### config.mk
export PLATFORM = sky130hd
export DESIGN_NAME = auto_sequencer
export DESIGN_NICKNAME = d
export VERILOG_FILES = /design/src/rtl/auto_sequencer_pkg.sv /design/src/rtl/auto_sequencer_edge_detect.sv /design/src/rtl/auto_sequencer.sv
export SDC_FILE = /design/constraint.sdc
export NUM_CORES = 1
export LEC_CHECK = 0
export ABC_CLOCK_PERIOD_IN_PS = 3600
export CELL_PAD_IN_SITES_DETAIL_PLACEMENT = 1
export CELL_PAD_IN_SITES_GLOBAL_PLACEMENT = 2
export CORE_MARGIN = 2
export CORE_UTILIZATION = 35
export CTS_BUF_LIST = sky130_fd_sc_hd__clkbuf_16
export DETAILED_ROUTE_END_ITERATION = 10
export PLACE_DENSITY = 0.89
export SETUP_SLACK_MARGIN = 0.05
export SKIP_CTS_REPAIR_TIMING = 1
export SYNTH_ARGS = -nofsm -noshare
export SYNTH_HDL_FRONTEND = slang
export SYNTH_SLANG_ARGS = --single-unit
### constraint.sdc
create_clock -name clk -period 3.6 [get_ports clk]
set_input_delay 0.72 -clock clk [delete_from_list [all_inputs] [get_ports clk]]
set_output_delay 0.72 -clock clk [all_outputs]
set_load 0.1 [all_outputs]
### src/rtl/auto_sequencer_pkg.sv
// Shared definitions for the auto-play sequencer: note codes, FSM states, LED decode.
// The GAP state exists only when AUTO_SEQ_GAP_EN is defined.
package auto_sequencer_pkg;

   localparam logic [3:0] NOTE_REST = 4'h0;
   localparam logic [3:0] NOTE_END  = 4'hF;

   typedef enum logic [2:0] {
      ST_FETCH = 3'd0,
      ST_WAIT  = 3'd1,
      ST_PLAY  = 3'd2,
      ST_FLUSH = 3'd3,
      ST_DONE  = 3'd4
`ifdef AUTO_SEQ_GAP_EN
      ,ST_GAP  = 3'd5
`endif
   } state_e;

   function automatic logic [6:0] note_to_led(input logic [3:0] note);
      logic [6:0] led;
      led = 7'd0;
      if (note >= 4'd1 && note <= 4'd7) begin
         led = 7'd1 << (note - 4'd1);
      end else begin
         led = 7'd0;
      end
      return led;
   endfunction

endpackage

### src/rtl/auto_sequencer_edge_detect.sv
// Rising-edge detector on an already-synchronised level input.
module edge_detect (
   input  logic clk,
   input  logic reset,
   input  logic sig_i,
   output logic rise_o
);

   logic sig_q;

   // previous-sample copy of the input
   always_ff @(posedge clk or posedge reset) begin
      if (reset) begin
         sig_q <= 1'b0;
      end else begin
         sig_q <= sig_i;
      end
   end

   assign rise_o = sig_i & ~sig_q;

endmodule

### src/rtl/auto_sequencer.sv
// Auto-play note sequencer: fetches (note, dur, octave) from a song ROM and times each note.
// Define AUTO_SEQ_GAP_EN to insert GAP_TICKS cycles of silence between notes.
module auto_sequencer
   import auto_sequencer_pkg::*;
#(
   parameter int TICKS_PER_UNIT = 10000000,
   parameter int NUM_SONGS      = 3,
   parameter int MAX_NOTES      = 64,
   parameter int DUR_W          = 4,
   parameter int OCT_W          = 2
`ifdef AUTO_SEQ_GAP_EN
   ,parameter int GAP_TICKS     = 4
`endif
) (
   input  logic                                           clk,
   input  logic                                           reset,
   input  logic                                           btn_next,
   input  logic                                           btn_prev,
   input  logic                                           play_en,
   input  logic                                           loop_en,
   input  logic [1:0]                                     tempo_shift,
   output logic                                           rom_req,
   output logic [$clog2(NUM_SONGS)+$clog2(MAX_NOTES)-1:0] rom_addr,
   input  logic                                           rom_valid,
   input  logic [3:0]                                     rom_note,
   input  logic [DUR_W-1:0]                               rom_dur,
   input  logic [OCT_W-1:0]                               rom_oct,
   output logic [3:0]                                     note_to_play,
   output logic [OCT_W-1:0]                               octave_auto,
   output logic [6:0]                                     led_out,
   output logic [$clog2(NUM_SONGS)-1:0]                   song_num,
   output logic                                           song_done
);

   localparam int          SONG_W    = $clog2(NUM_SONGS);
   localparam int          POS_W     = $clog2(MAX_NOTES);
   localparam logic [63:0] MAX_TICKS = 64'(TICKS_PER_UNIT) * ((64'd1 << DUR_W) - 64'd1);
   localparam int          CNT_W     = (MAX_TICKS > 64'd1) ? $clog2(MAX_TICKS) : 1;
`ifdef AUTO_SEQ_GAP_EN
   localparam int          GAP_W     = (GAP_TICKS > 1) ? $clog2(GAP_TICKS + 1) : 1;
`endif

   state_e                    state_q, state_d;
   logic [SONG_W-1:0]         song_q, song_d;
   logic [POS_W-1:0]          pos_q, pos_d;
   logic                      wrapped_q, wrapped_d;
   logic [CNT_W-1:0]          cnt_q, cnt_d;
   logic [3:0]                note_q, note_d;
   logic [OCT_W-1:0]          oct_q, oct_d;
   logic [6:0]                led_q, led_d;
   logic                      done_q, done_d;
   logic                      req_q, req_d;
   logic [SONG_W+POS_W-1:0]   addr_q, addr_d;
`ifdef AUTO_SEQ_GAP_EN
   logic [GAP_W-1:0]          gap_q, gap_d;
`endif

   logic                      next_rise_s, prev_rise_s, song_chg_s, last_pos_s;
   logic [63:0]               unit_s, dur_s, ticks_s;
   logic [CNT_W-1:0]          load_cnt_s;

   edge_detect u_next (.clk(clk), .reset(reset), .sig_i(btn_next), .rise_o(next_rise_s));
   edge_detect u_prev (.clk(clk), .reset(reset), .sig_i(btn_prev), .rise_o(prev_rise_s));

   assign song_chg_s = next_rise_s | prev_rise_s;
   assign last_pos_s = (pos_q == POS_W'(MAX_NOTES - 1));

   // note length in ticks; a zero duration plays as one unit
   always_comb begin
      unit_s     = 64'(TICKS_PER_UNIT) >> tempo_shift;
      dur_s      = (rom_dur == '0) ? 64'd1 : 64'(rom_dur);
      ticks_s    = unit_s * dur_s;
      load_cnt_s = (ticks_s == 64'd0) ? '0 : CNT_W'(ticks_s - 64'd1);
   end

   // sequencing FSM: next state and next register values
   always_comb begin
      state_d   = state_q;
      song_d    = song_q;
      pos_d     = pos_q;
      wrapped_d = wrapped_q;
      cnt_d     = cnt_q;
      note_d    = note_q;
      oct_d     = oct_q;
      led_d     = led_q;
      done_d    = done_q;
      req_d     = 1'b0;
      addr_d    = addr_q;
`ifdef AUTO_SEQ_GAP_EN
      gap_d     = gap_q;
`endif
      if (song_chg_s) begin
         if (next_rise_s) begin
            song_d = (song_q == SONG_W'(NUM_SONGS - 1)) ? '0 : song_q + SONG_W'(1);
         end else begin
            song_d = (song_q == '0) ? SONG_W'(NUM_SONGS - 1) : song_q - SONG_W'(1);
         end
         pos_d     = '0;
         wrapped_d = 1'b0;
         note_d    = NOTE_REST;
         led_d     = 7'd0;
         done_d    = 1'b0;
         // a request still in flight must have its response swallowed
         state_d   = ((state_q == ST_WAIT || state_q == ST_FLUSH) && !rom_valid) ? ST_FLUSH : ST_FETCH;
      end else begin
         case (state_q)
            ST_FETCH: begin
               req_d   = 1'b1;
               addr_d  = {song_q, pos_q};
               state_d = ST_WAIT;
            end
            ST_WAIT: begin
               if (!rom_valid) begin
                  state_d = ST_WAIT;
               end else if (rom_note == NOTE_END || wrapped_q) begin
                  if (loop_en) begin
                     pos_d     = '0;
                     wrapped_d = 1'b0;
                     state_d   = ST_FETCH;
                  end else begin
                     note_d  = NOTE_REST;
                     led_d   = 7'd0;
                     done_d  = 1'b1;
                     state_d = ST_DONE;
                  end
               end else begin
                  note_d  = rom_note;
                  oct_d   = rom_oct;
                  led_d   = note_to_led(rom_note);
                  cnt_d   = load_cnt_s;
                  state_d = ST_PLAY;
               end
            end
            ST_PLAY: begin
               if (!play_en) begin
                  cnt_d = cnt_q;
               end else if (cnt_q == '0) begin
                  pos_d     = last_pos_s ? '0 : pos_q + POS_W'(1);
                  wrapped_d = wrapped_q | last_pos_s;
`ifdef AUTO_SEQ_GAP_EN
                  note_d    = NOTE_REST;
                  gap_d     = GAP_W'(GAP_TICKS - 1);
                  state_d   = ST_GAP;
`else
                  state_d   = ST_FETCH;
`endif
               end else begin
                  cnt_d = cnt_q - CNT_W'(1);
               end
            end
`ifdef AUTO_SEQ_GAP_EN
            ST_GAP: begin
               if (!play_en) begin
                  gap_d = gap_q;
               end else if (gap_q == '0) begin
                  state_d = ST_FETCH;
               end else begin
                  gap_d = gap_q - GAP_W'(1);
               end
            end
`endif
            ST_FLUSH: begin
               if (rom_valid) begin
                  state_d = ST_FETCH;
               end else begin
                  state_d = ST_FLUSH;
               end
            end
            ST_DONE: begin
               if (loop_en) begin
                  pos_d     = '0;
                  wrapped_d = 1'b0;
                  done_d    = 1'b0;
                  state_d   = ST_FETCH;
               end else begin
                  state_d = ST_DONE;
               end
            end
            default: state_d = ST_FETCH;
         endcase
      end
   end

   // state and datapath registers
   always_ff @(posedge clk or posedge reset) begin
      if (reset) begin
         state_q   <= ST_FETCH;
         song_q    <= '0;
         pos_q     <= '0;
         wrapped_q <= 1'b0;
         cnt_q     <= '0;
         note_q    <= NOTE_REST;
         oct_q     <= '0;
         led_q     <= 7'd0;
         done_q    <= 1'b0;
         req_q     <= 1'b0;
         addr_q    <= '0;
`ifdef AUTO_SEQ_GAP_EN
         gap_q     <= '0;
`endif
      end else begin
         state_q   <= state_d;
         song_q    <= song_d;
         pos_q     <= pos_d;
         wrapped_q <= wrapped_d;
         cnt_q     <= cnt_d;
         note_q    <= note_d;
         oct_q     <= oct_d;
         led_q     <= led_d;
         done_q    <= done_d;
         req_q     <= req_d;
         addr_q    <= addr_d;
`ifdef AUTO_SEQ_GAP_EN
         gap_q     <= gap_d;
`endif
      end
   end

   // pausing silences the buzzer but keeps LED and octave showing the held note
   assign note_to_play = (state_q == ST_PLAY && !play_en) ? NOTE_REST : note_q;
   assign octave_auto  = oct_q;
   assign led_out      = led_q;
   assign song_num     = song_q;
   assign song_done    = done_q;
   assign rom_req      = req_q;
   assign rom_addr     = addr_q;

endmodule
==> results.md, run 1 <==
## Worst hold path
- **startpoint of the worst hold path** octave_auto[1]
- **class of the tightest hold or removal check** reg2reg
- **Worst Hold Path EP** octave_auto[1]
- **instance count along the most critical hold path** 2

## Global routing
- **global route overflow** 0
- **global-route usage over all layers** 0.2246
- **GR peak layer** met2
- **largest net degree at the start of global routing** 26
- **GRT met3 Usage** 0.02194
- **grt met1 use** 0.2565
- **global-route wire length before repair** 36430 um
- **initial antenna violation count** 0
- **number of global-route vias before repair** 7285
- **Global Route met2 Usage** 0.4394

## STA
- **post-route fraction of the period consumed by the critical path** 1.381
- **Max transition margin** 0.3088
- **setup violators final** 28
- **Final Hold Vio Count** 0
- **sum of negative setup slack** -37.52 ns
- **Final Hold Slack** 0.4770 ns
- **final max-slew violation count** 0
- **RSZ-0062 raised after global routing** true
- **Tightest Pin Transition** 1.033 ns
- **final critical path time including I/O delays and setup** 4.973 ns
- **worst path setup slack after routing** -1.373 ns
- **setup skew after layout** 0.007597 ns
- **Fmax achieved** 201.1 MHz

## Floorplanning
- **die area** 19990 um^2
- **placeable core area** 18640 um^2
- **die extent in x** 141.4 um
- **number of cell rows** 50
- **starting utilization of the core area** 0.3544
- **vertical extent of the die** 141.4 um
- **# IOs** 44

## Logic synthesis
- **Cell variety after synth** 74
- **Yosys top cell area share** 0.2462
- **predominant post-synthesis flop cell** dfrtp_1
- **share of flip-flops with an asynchronous set or reset** 1.000
- **yosys warns** 0
- **Mapped Area** 6606 um^2
- **most common cell in the synthesized netlist** nand2_1
- **combinational family with the most area after synthesis** simple AND/OR/NAND/NOR gates
- **leading area contributor after synthesis** dfrtp_1
- **post-synthesis area per instance** 8.279 um^2
- **Area contributors post-synth** dfrtp_1 (25%), fa_1 (9.1%), ha_1 (8.3%)
- **synthesized-area fraction occupied by adder cells** 0.1742
- **proportion of synthesized area in mux cells** 0.02008
- **Post-Syn Nets** 891
- **share of the synthesized area in compound gates (AO/OA/AOI/OAI)** 0.2138
- **post-synthesis sequential area ratio** 0.2462
- **synthesis-stage register bit count** 65
- **count of flip-flops with a built-in enable after synthesis** 0
- **xor and xnor area share after synthesis** 0.04242
- **commonest cells in the synthesized netlist** nand2_1 (90), inv_1 (70), dfrtp_1 (65), nor2_1 (58), o21ai_0 (50)
- **number of instances in the synthesized netlist** 798
- **area fraction in and, or, nand and nor cells after synthesis** 0.2439

## Route
- **DRC viols** 0
- **DR vias** 6690
- **post-route ant nets** 0
- **routed wire length** 22020 um
- **Iteration-0 DRC Markers** 279
- **drt pass-1 iters** 4
- **post-DR vias/cell** 5.365
- **Routed WL per cell** 17.66 um

## Status
- **run status** finished, violations left
- **failing checks** setup timing

## Setup path
- **endpoint class of the critical path** flip-flop
- **highest net fanout along the worst path** 5
- **r2r worst-path depth** 8
- **minimum setup slack among reg-to-reg paths** 0.08 ns
- **CP startpoint kind** input port
- **data arrival time of the critical path** 5.18 ns
- **launching point of the worst reg2reg path** cnt_q[20]
- **Worst Path Required** 3.81 ns
- **critical register-to-register path endpoint** cnt_q[24]
- **critical path type** in2reg

## Cells and area
- **Final Util** 0.4864
- **Synth-to-Final Area Change** 37.25%
- **number of diodes added for antenna fixing** 0
- **post-route insts no fill** 1247
- **share of cells above drive strength 1** 0.2705
- **number of nets in the final layout** 1102
- **fillcell total** 2249

## Placement
- **RD Place Congestion** 0.9109
- **count of port buffers added during placement** 43
- **pre-CTS setup slack** -2.275 ns
- **estimated wirelength of the detail-placed design** 17710 um
- **cell count after placement** 1223

## Clocking
- **clock root buffer master** clkbuf_16
- **TritonCTS clock tree** yes
- **clk buf depth** 2
- **deepest level of the CTS H-tree** 3
- **clock-pin transition on the worst setup and hold timing paths** 0.05 ns
- **insertion delay to the later sink of the worst-skew pair** 0.33 ns
- **CTS buffer count** 9
- **number of clock sinks** 65

## Power and ir drop
- **VDD IR max** 0.0002195 V
- **Pwr Density** 569.0 nW/um^2
- **Leak** 4.267 nW

## Job
- **# Max-Cap Violations** 0

[per-layer routing]
metal / vias to the layer above / part of all wire
met5: - / 0
met4: 0 / 0.022
met3: 30 / 0.017
met2: 102 / 0.54
met1: 3307 / 0.42
li1: 3251 / -
[layout by cell type, fill, tap and decap left out, types with 7 or more instances in the layout]
cell	netlist	layout
a21o_1	7	7
a21oi_1	44	43
and2_1	23	20
and3_1	8	8
buf_4	0	185
clkbuf_16	0	10
clkdlybuf4s50_1	0	34
dfrtp_1	65	65
fa_1	30	30
ha_1	44	40
inv_1	70	67
mux2_2	10	10
nand2_1	90	89
nand2b_1	12	12
nand3_1	14	14
nor2_1	58	56
nor2b_1	18	18
nor3_1	29	28
nor4_1	11	10
o211ai_1	13	13
o21a_1	10	10
o21ai_0	50	49
o21ai_2	0	8
o221ai_2	7	11
or2_2	10	8
or3_1	7	7
xnor2_1	15	14
xor2_1	17	17
[cells by family (layout without fill, tap and decap cells)]
kind of cell | Yosys count | in the layout
AO/OA/AOI/OAI | 205 | 205
AND/OR/NAND/NOR | 312 | 312
buffers and inverters | 98 | 313
multiplexers | 12 | 12
XOR/XNOR | 32 | 32
adder cells (fa/ha/maj) | 74 | 74
flip-flops | 65 | 65
[cell type report]
class | instances | area, um^2 | area share
clock buffers | 9 | 225.2 | 0.02484
clock inverters | 6 | 51.30 | 0.005658
inverters | 70 | 266.5 | 0.02939
multi-input cells | 635 | 4736 | 0.5223
flip-flops and latches | 65 | 1627 | 0.1794
well taps | 234 | 292.8 | 0.03229
repair buffers | 228 | 1869 | 0.2062
[how the worst max path moves through the flow]
| stage | from | depth (start not counted) | end | slack (ns) |
|---|---|---|---|---|
| after floorplan | tempo_shift[0] | 19 | cnt_q[3] | -1.32 |
| after global placement | tempo_shift[0] | 20 | cnt_q[4] | -1.99 |
| after detailed placement | tempo_shift[0] | 19 | cnt_q[4] | -2.27 |
| after CTS | tempo_shift[0] | 19 | cnt_q[4] | -1.94 |
| after global routing | tempo_shift[0] | 20 | cnt_q[21] | -1.57 |
| final | tempo_shift[0] | 20 | cnt_q[21] | -1.37 |
[critical path, cell delays in order]
cell and delay (ns):
buf_8 0.08, clkinvlp_4 0.12, ha_4 0.20, and2_4 0.16
or2_4 0.22, fa_1 0.48, inv_1 0.05, fa_1 0.51
inv_2 0.04, ha_4 0.21, and2_4 0.13, or2_4 0.24
or3_4 0.38, a2111oi_4 0.41, nand4_2 0.22, nor4_4 0.31
nand4_2 0.21, nand2_4 0.18, buf_4 0.17, o221ai_2 0.09
[power breakdown]
group | internal [W] | switching, W
sequential | 0.000928 | 0.000215
clock | 0.000522 | 0.000312
combinational | 0.00136 | 0.00182
[registers in the layout, indices dropped and copies added, names as in the netlist]
name	cells
cnt_q	28
led_out	7
note_q	4
octave_auto	2
pos_q	6
rom_addr	8
rom_req	1
song_done	1
song_num	2
state_q	3
u_next.sig_q	1
u_prev.sig_q	1
wrapped_q	1
[stage by stage]
stage                     total power (W)  cell area (um^2)
after floorplan                  0.003013              6663
after global placement           0.004089              8592
after detailed placement         0.004221              8592
after CTS                        0.005088              8869
after global routing             0.005534              9067
final                            0.005159              9067
Note: power is estimated with default switching activity, not from simulation.
==> run 2: changes to the inputs <==
--- a/config.mk
+++ b/config.mk
@@ -15,6 +15,7 @@
 export PLACE_DENSITY = 0.89
 export SETUP_SLACK_MARGIN = 0.05
 export SKIP_CTS_REPAIR_TIMING = 1
+export SLEW_MARGIN = 30
 export SYNTH_ARGS = -nofsm -noshare
 export SYNTH_HDL_FRONTEND = slang
 export SYNTH_SLANG_ARGS = --single-unit
==> results.md, run 2 (synthesis gave the netlist of run 1 again) <==
## Floorplanning
- **placeable core area** 18640 um^2, unchanged
- **# IOs** 44, unchanged
- **die extent in x** 141.4 um, unchanged
- **vertical extent of the die** 141.4 um, unchanged
- **number of cell rows** 50, unchanged
- **die area** 19990 um^2, unchanged
- **starting utilization of the core area** 0.3544, unchanged

## Route
- **routed wire length** 22000 um, was 22020 um
- **post-route ant nets** 0, unchanged
- **Iteration-0 DRC Markers** 263, was 279
- **Routed WL per cell** 17.64 um, was 17.66 um
- **DRC viols** 0, unchanged
- **post-DR vias/cell** 5.359, was 5.365
- **drt pass-1 iters** 4, unchanged
- **DR vias** 6683, was 6690

## Clocking
- **clk buf depth** 2, unchanged
- **CTS buffer count** 9, unchanged
- **deepest level of the CTS H-tree** 3, unchanged
- **clock-pin transition on the worst setup and hold timing paths** 0.05 ns, about the same
- **TritonCTS clock tree** yes, unchanged
- **insertion delay to the later sink of the worst-skew pair** 0.33 ns, about the same
- **clock root buffer master** clkbuf_16, unchanged
- **number of clock sinks** 65, unchanged

## Setup path
- **Worst Path Required** 3.81 ns, about the same
- **endpoint class of the critical path** flip-flop, unchanged
- **data arrival time of the critical path** 5.18 ns, about the same
- **cell with the largest stage delay on the worst path** fa_1, unchanged
- **largest delay contributor family on the critical path** simple AND/OR/NAND/NOR gates, unchanged
- **critical path type** in2reg, unchanged
- **buffering stage count on the worst path with inverters included** 5, unchanged
- **crit-path cells** buf_8 -> clkinvlp_4 -> ha_4 -> and2_4 -> or2_4 -> fa_1 -> inv_1 -> fa_1 -> inv_2 -> ha_4 -> and2_4 -> or2_4 -> or3_4 -> a2111oi_4 -> nand4_2 -> nor4_4 -> nand4_2 -> nand2_4 -> clkbuf_16 -> o221ai_2, was buf_8 -> clkinvlp_4 -> ha_4 -> and2_4 -> or2_4 -> fa_1 -> inv_1 -> fa_1 -> inv_2 -> ha_4 -> and2_4 -> or2_4 -> or3_4 -> a2111oi_4 -> nand4_2 -> nor4_4 -> nand4_2 -> nand2_4 -> buf_4 -> o221ai_2
- **highest net fanout along the worst path** 7, was 5
- **biggest cell delay along the critical path** 0.51 ns, about the same
- **CP startpoint kind** input port, unchanged

## Worst hold path
- **class of the tightest hold or removal check** reg2reg, unchanged

## Cells and area
- **share of cells above drive strength 1** 0.2715, was 0.2705
- **Largest register FFs** 28, unchanged
- **area occupied by multi-input gates** 4738 um^2, was 4736 um^2
- **sequential cell area** 1627 um^2, unchanged
- **fillcell total** 2251, was 2249
- **most frequent standard cell in the layout excluding fill and tap cells** buf_4, unchanged
- **Synth-to-Final Area Change** 37.29%, was 37.25%
- **number of diodes added for antenna fixing** 0, unchanged
- **Top reg by flops** cnt_q, unchanged
- **post-route insts no fill** 1247, unchanged
- **commonest cells after routing, fill and taps aside** buf_4 (185), nand2_1 (89), inv_1 (67), unchanged
- **number of nets in the final layout** 1102, unchanged

## Status
- **failing checks** setup timing, unchanged
- **run status** finished, violations left, unchanged

## Placement
- **estimated wirelength of the detail-placed design** 17710 um, unchanged
- **count of port buffers added during placement** 43, unchanged
- **cell count after placement** 1223, unchanged
- **pre-CTS setup slack** -2.275 ns, unchanged
- **RD Place Congestion** 0.9109, unchanged

## STA
- **setup skew after layout** 0.006930 ns, was 0.007597 ns
- **Final Hold Slack** 0.4770 ns, about the same
- **sum of negative setup slack** -37.48 ns, was -37.52 ns
- **setup violators final** 28, unchanged
- **final max-slew violation count** 0, unchanged
- **Tightest Pin Transition** 0.9855 ns, was 1.033 ns
- **RSZ-0062 raised after global routing** true, unchanged
- **final critical path time including I/O delays and setup** 4.972 ns, was 4.973 ns
- **Max transition margin** 0.3409, was 0.3088
- **worst path setup slack after routing** -1.372 ns, was -1.373 ns
- **Fmax achieved** 201.1 MHz, about the same
- **Final Hold Vio Count** 0, unchanged
- **post-route fraction of the period consumed by the critical path** 1.381, about the same

## Power and ir drop
- **total power** 0.005159 W, about the same
- **Pwr Density** 568.7 nW/um^2, was 569.0 nW/um^2
- **VDD IR max** 0.0002197 V, was 0.0002195 V
- **Leak** 4.268 nW, was 4.267 nW

## Global routing
- **number of global-route vias before repair** 7285, unchanged
- **global-route wire length before repair** 36430 um, unchanged
- **global-route usage over all layers** 0.2246, unchanged
- **global route overflow** 0, unchanged
- **largest net degree at the start of global routing** 26, unchanged
- **initial antenna violation count** 0, unchanged

## Job
- **# Max-Cap Violations** 0, unchanged

## run 2: final timing paths
kind / start / to / slack, ns / cells after the start
max: tempo_shift[0] / cnt_q[6] / -1.37 / 20
min: octave_auto[1] / octave_auto[1] / 0.48 / 2
max reg2reg: cnt_q[20] / cnt_q[24] / 0.41 / 8
min reg2reg: octave_auto[1] / octave_auto[1] / 0.48 / 2
max in group asynchronous: reset / pos_q[1] / 2.12 / 3
min in group asynchronous: reset / led_out[6] / 0.76 / 2
## run 2: per-layer routing
| layer | GRT usage | part of all wire | routed length, um | vias to the layer above |
|---|---|---|---|---|
| met5 | 0 | 0 | 0 | - |
| met1 | 0.2565 | 0.42 | 9193 | 3302 |
| met2 | 0.4394 | 0.54 | 11910 | 97 |
| met4 | 0.06579 | 0.022 | 490 | 0 |
| li1 | - | - | - | 3252 |
| met3 | 0.02194 | 0.019 | 409 | 32 |
## run 2: where the power goes
part	internal, W	total, W	leakage (nW)	switching, W
clock	0.000522	0.000834	0.141	0.000312
combinational	0.00136	0.00318	3.28	0.00182
sequential	0.000928	0.00114	0.851	0.000214
## run 2: area by class of cell
cell class / count / share of cell area
Clock buffer: 9 / 0.02483
Clock inverter: 6 / 0.005656
Inverter: 70 / 0.02938
Multi-Input combinational cell: 635 / 0.5224
Sequential cell: 65 / 0.1793
Tap cell: 234 / 0.03228
Timing Repair Buffer: 228 / 0.2061
## run 2: metrics by stage
step / cell area (um^2) / utilization
2_1_floorplan: 6663 / -
3_3_place_gp: 8592 / 0.4609
3_5_place_dp: 8592 / 0.4609
4_1_cts: 8869 / 0.4757
5_1_grt: 9070 / 0.4865
6_report: 9070 / 0.4865
## run 2: tightest hold or removal path: cells and delay by family (launching register included)
kind / cells / cell delay [ns]
DFF: 1 / 0.34
and+or+nand+nor: 2 / 0.10
